<file path="config.mk">
export PLATFORM = sky130hd
export DESIGN_NAME = crc32_next_byte
export DESIGN_NICKNAME = d
export VERILOG_FILES = /design/src/rtl/eth_pkg.sv /design/src/rtl/crc32_next_byte.sv
export SDC_FILE = /design/constraint.sdc
export NUM_CORES = 1
export LEC_CHECK = 0
export BUFFER_PORTS_ARGS = -buffer_cell sky130_fd_sc_hd__buf_4
export CAP_MARGIN = 20
export CORE_MARGIN = 2
export CORE_UTILIZATION = 30
export DETAILED_ROUTE_END_ITERATION = 6
export GPL_ROUTABILITY_DRIVEN = 0
export SLEW_MARGIN = 10
export SYNTH_ARGS = -nofsm -noshare
export SYNTH_HDL_FRONTEND = slang
export SYNTH_SLANG_ARGS = --single-unit
</file>
<file path="constraint.sdc">
create_clock -name vclk -period 4.06
set_input_delay 0.203 -clock vclk [all_inputs]
set_output_delay 0.203 -clock vclk [all_outputs]
set_load 0.05 [all_outputs]
</file>
<file path="src/rtl/eth_pkg.sv">
// Shared Ethernet CRC-32 constants, legal frame length limits and the
// receive FSM state type used by the FCS checker and the frame generator.
package eth_pkg;

    localparam logic [31:0] CRC32_POLY_REFL = 32'hEDB88320;
    localparam logic [31:0] CRC32_INIT      = 32'hFFFFFFFF;
    localparam logic [31:0] CRC32_RESIDUE   = 32'hDEBB20E3;

    localparam int ETH_MIN_LEN = 64;
    localparam int ETH_MAX_LEN = 1518;

    typedef enum logic {
        IDLE = 1'b0,
        RECV = 1'b1
    } rx_state_t;

    function automatic logic [15:0] sat_inc16(input logic [15:0] v);
        return (v == 16'hFFFF) ? v : v + 16'd1;
    endfunction

endpackage

</file>
<file path="src/rtl/crc32_next_byte.sv">
// Combinational one-byte update of the reflected IEEE 802.3 CRC-32 register,
// data consumed LSB first. Shared by the transmit and receive CRC paths.
module crc32_next_byte
    import eth_pkg::*;
(
    input  logic [31:0] crc_in,
    input  logic [7:0]  data,
    output logic [31:0] crc_out
);

    logic [31:0] crc_work;

    always_comb begin
        crc_work = crc_in ^ {24'd0, data};
        for (int i = 0; i < 8; i++) begin
            crc_work = crc_work[0] ? ((crc_work >> 1) ^ CRC32_POLY_REFL) : (crc_work >> 1);
        end
        crc_out = crc_work;
    end

endmodule

</file>
==> out/metrics.yaml <==
placement:
  portBuffers: 72
  dp.final_hpwl_um: 1860
  dpl-instance-area_um2: 1510
cts:
  cts.hold.buffers_added: 0
  post_cts_buffers: 0
  post_cts_resized: 0
critical_path:
  crit_path_end: "crc_out[24]"
  start_kind: "input pin"
  path_class: "in -> out"
  end_kind: "output pin"
  crit_required_ps: 3860
  cp_data_arrival_time_ps: 1850
  startpoint: "data[2]"
  crit_path_max_fanout: 3
routing:
  vias: 743
  drc: 0
  routed_wl_um: 2070
  drt-pass1-iter-count: 4
  viasPerCell: 4.32
  drt-wirelength-per-cell_um: 12.0
  antenna_left: 0
  drt_iter0_markers: 4
timing:
  final_max_slew_viol_count: 0
  max_freq_mhz: 487
  rsz0062_at_grt: "no"
  post-route-period-util_pct: 50.6
  finalHoldViolCount: 0
  finalSetupTns_ps: 0
  finalSetupViolCount: 0
  slew-limit-headroom_pct: 60.7
  worstMarginPinSlew_ps: 587
  period_needed_ps: 2050
global_route:
  grt_overflow: 0
  grt_pass1_vias: 726
  grt_pass1_wl_um: 3170
  antenna_found_initial: 0
  globalRouteTotalUtil_pct: 11.3
  grt_max_degree: 9
synthesis:
  ys_warn_count: 0
  synth_top_cell_area_share_pct: 28.4
  syn_nets: 107
  synthesis.area_um2: 925
  syn_area_per_cell_um2: 13.8
  syn_inst: 67
  synth_largest_area_cell: "xnor2_1"
  yosysSeqAreaShare_pct: 0
  yosys-top-cells-area: "xnor2_1 28%, xnor3_1 24%, xor3_1 13%"
  synth_cell_types: 10
finish:
  layout_commonest_cell: "buf_4"
  flops_and_latches: 0
  multi_input_area_um2: 921
  nets: 181
  nClkBuffers: 0
  fillerInstances: 282
  antenna_cells: 0
  seq_area_um2: 0
  synthToLayoutAreaGrowth_pct: 62.9
  postLayoutCellArea_um2: 1510
  layout-drive-gt1-share_pct: 60.4
  mostFrequentLayoutCells: "72 x buf_4, 30 x xnor2_1, 10 x xnor3_1"
power_and_ir_drop:
  peakVddDrop_v: 0.000416
  static-leakage-power_nw: 0.792
  powerDensity_nw_per_um2: 677
die:
  die_h_um: 59.5
  rows: 20
  core_um2: 3000
  die_x_um: 59.5
  start_util_pct: 30.8
  dieArea_um2: 3540
  boundaryPins: 72
flow_run:
  drv_cap: 0
min_path:
  hold_class: "in -> out"
outcome:
  status: "completed"
## routing by layer
| metal | track usage (%) | part of all wire (%) | vias to the layer above |
|---|---|---|---|
| met3 | 2.40 | 9.9 | 0 |
| met1 | 12.5 | 37 | 340 |
| met4 | 0 | 0 | 0 |
| li1 | - | - | 363 |
| met5 | 0 | 0 | - |
| met2 | 22.9 | 53 | 40 |
## stage by stage
| stage | total power, W | instances | hold WS (ps) | worst slack, ps | utilization, % |
|---|---|---|---|---|---|
| 6_report | 0.00102 | 172 | 728 | 2010 | 50.2 |
| 5_1_grt | 0.00106 | 172 | 733 | 1940 | 50.2 |
| 4_1_cts | 0.00103 | 172 | 729 | 1980 | 50.2 |
| 3_5_place_dp | 0.00103 | 172 | 729 | 1990 | 50.2 |
| 3_3_place_gp | 0.00102 | 172 | 726 | 2010 | 50.2 |
| 2_1_floorplan | 0.000758 | 67 | 711 | 1880 | - |
## worst max-delay path: stages
cell and delay (ps):
buf_4 120, xor2_1 330, xnor3_2 560, xnor3_4 440, buf_4 210
## worst min path at each step
stage | from | to | slack, ps | cells past startpoint
finish | crc_in[14] | crc_out[6] | 730 | 3
global route | crc_in[8] | crc_out[0] | 730 | 3
CTS | crc_in[8] | crc_out[0] | 730 | 3
detailed placement | crc_in[8] | crc_out[0] | 730 | 3
global placement | crc_in[20] | crc_out[12] | 730 | 3
floorplan | crc_in[8] | crc_out[0] | 710 | 1
## Yosys cell counts, drive strengths merged
cell type	n
xnor3	12
xor2	11
xor3	5
xnor2	38
inv	1
## final cells by class
class,instances,area share [%]
Multi-Input combinational cell,66,61.1
Timing Repair Buffer,72,35.9
Inverter,1,0.249
Tap cell,33,2.74
## where the power goes
| group | internal, W | switching [W] | leakage, nW |
|---|---|---|---|
| Clock | 0 | 0 | 0 |
| Combinational | 0.000376 | 0.000644 | 0.792 |
| Sequential | 0 | 0 | 0 |
| Total | 0.000376 | 0.000644 | 0.792 |
## cells by family after synthesis
group                     Yosys count  synth area share [%]
xor gates and xnor gates           66                  99.6
buffers and inverters               1                 0.406
No activity file was read; power rests on OpenSTA's default activity.
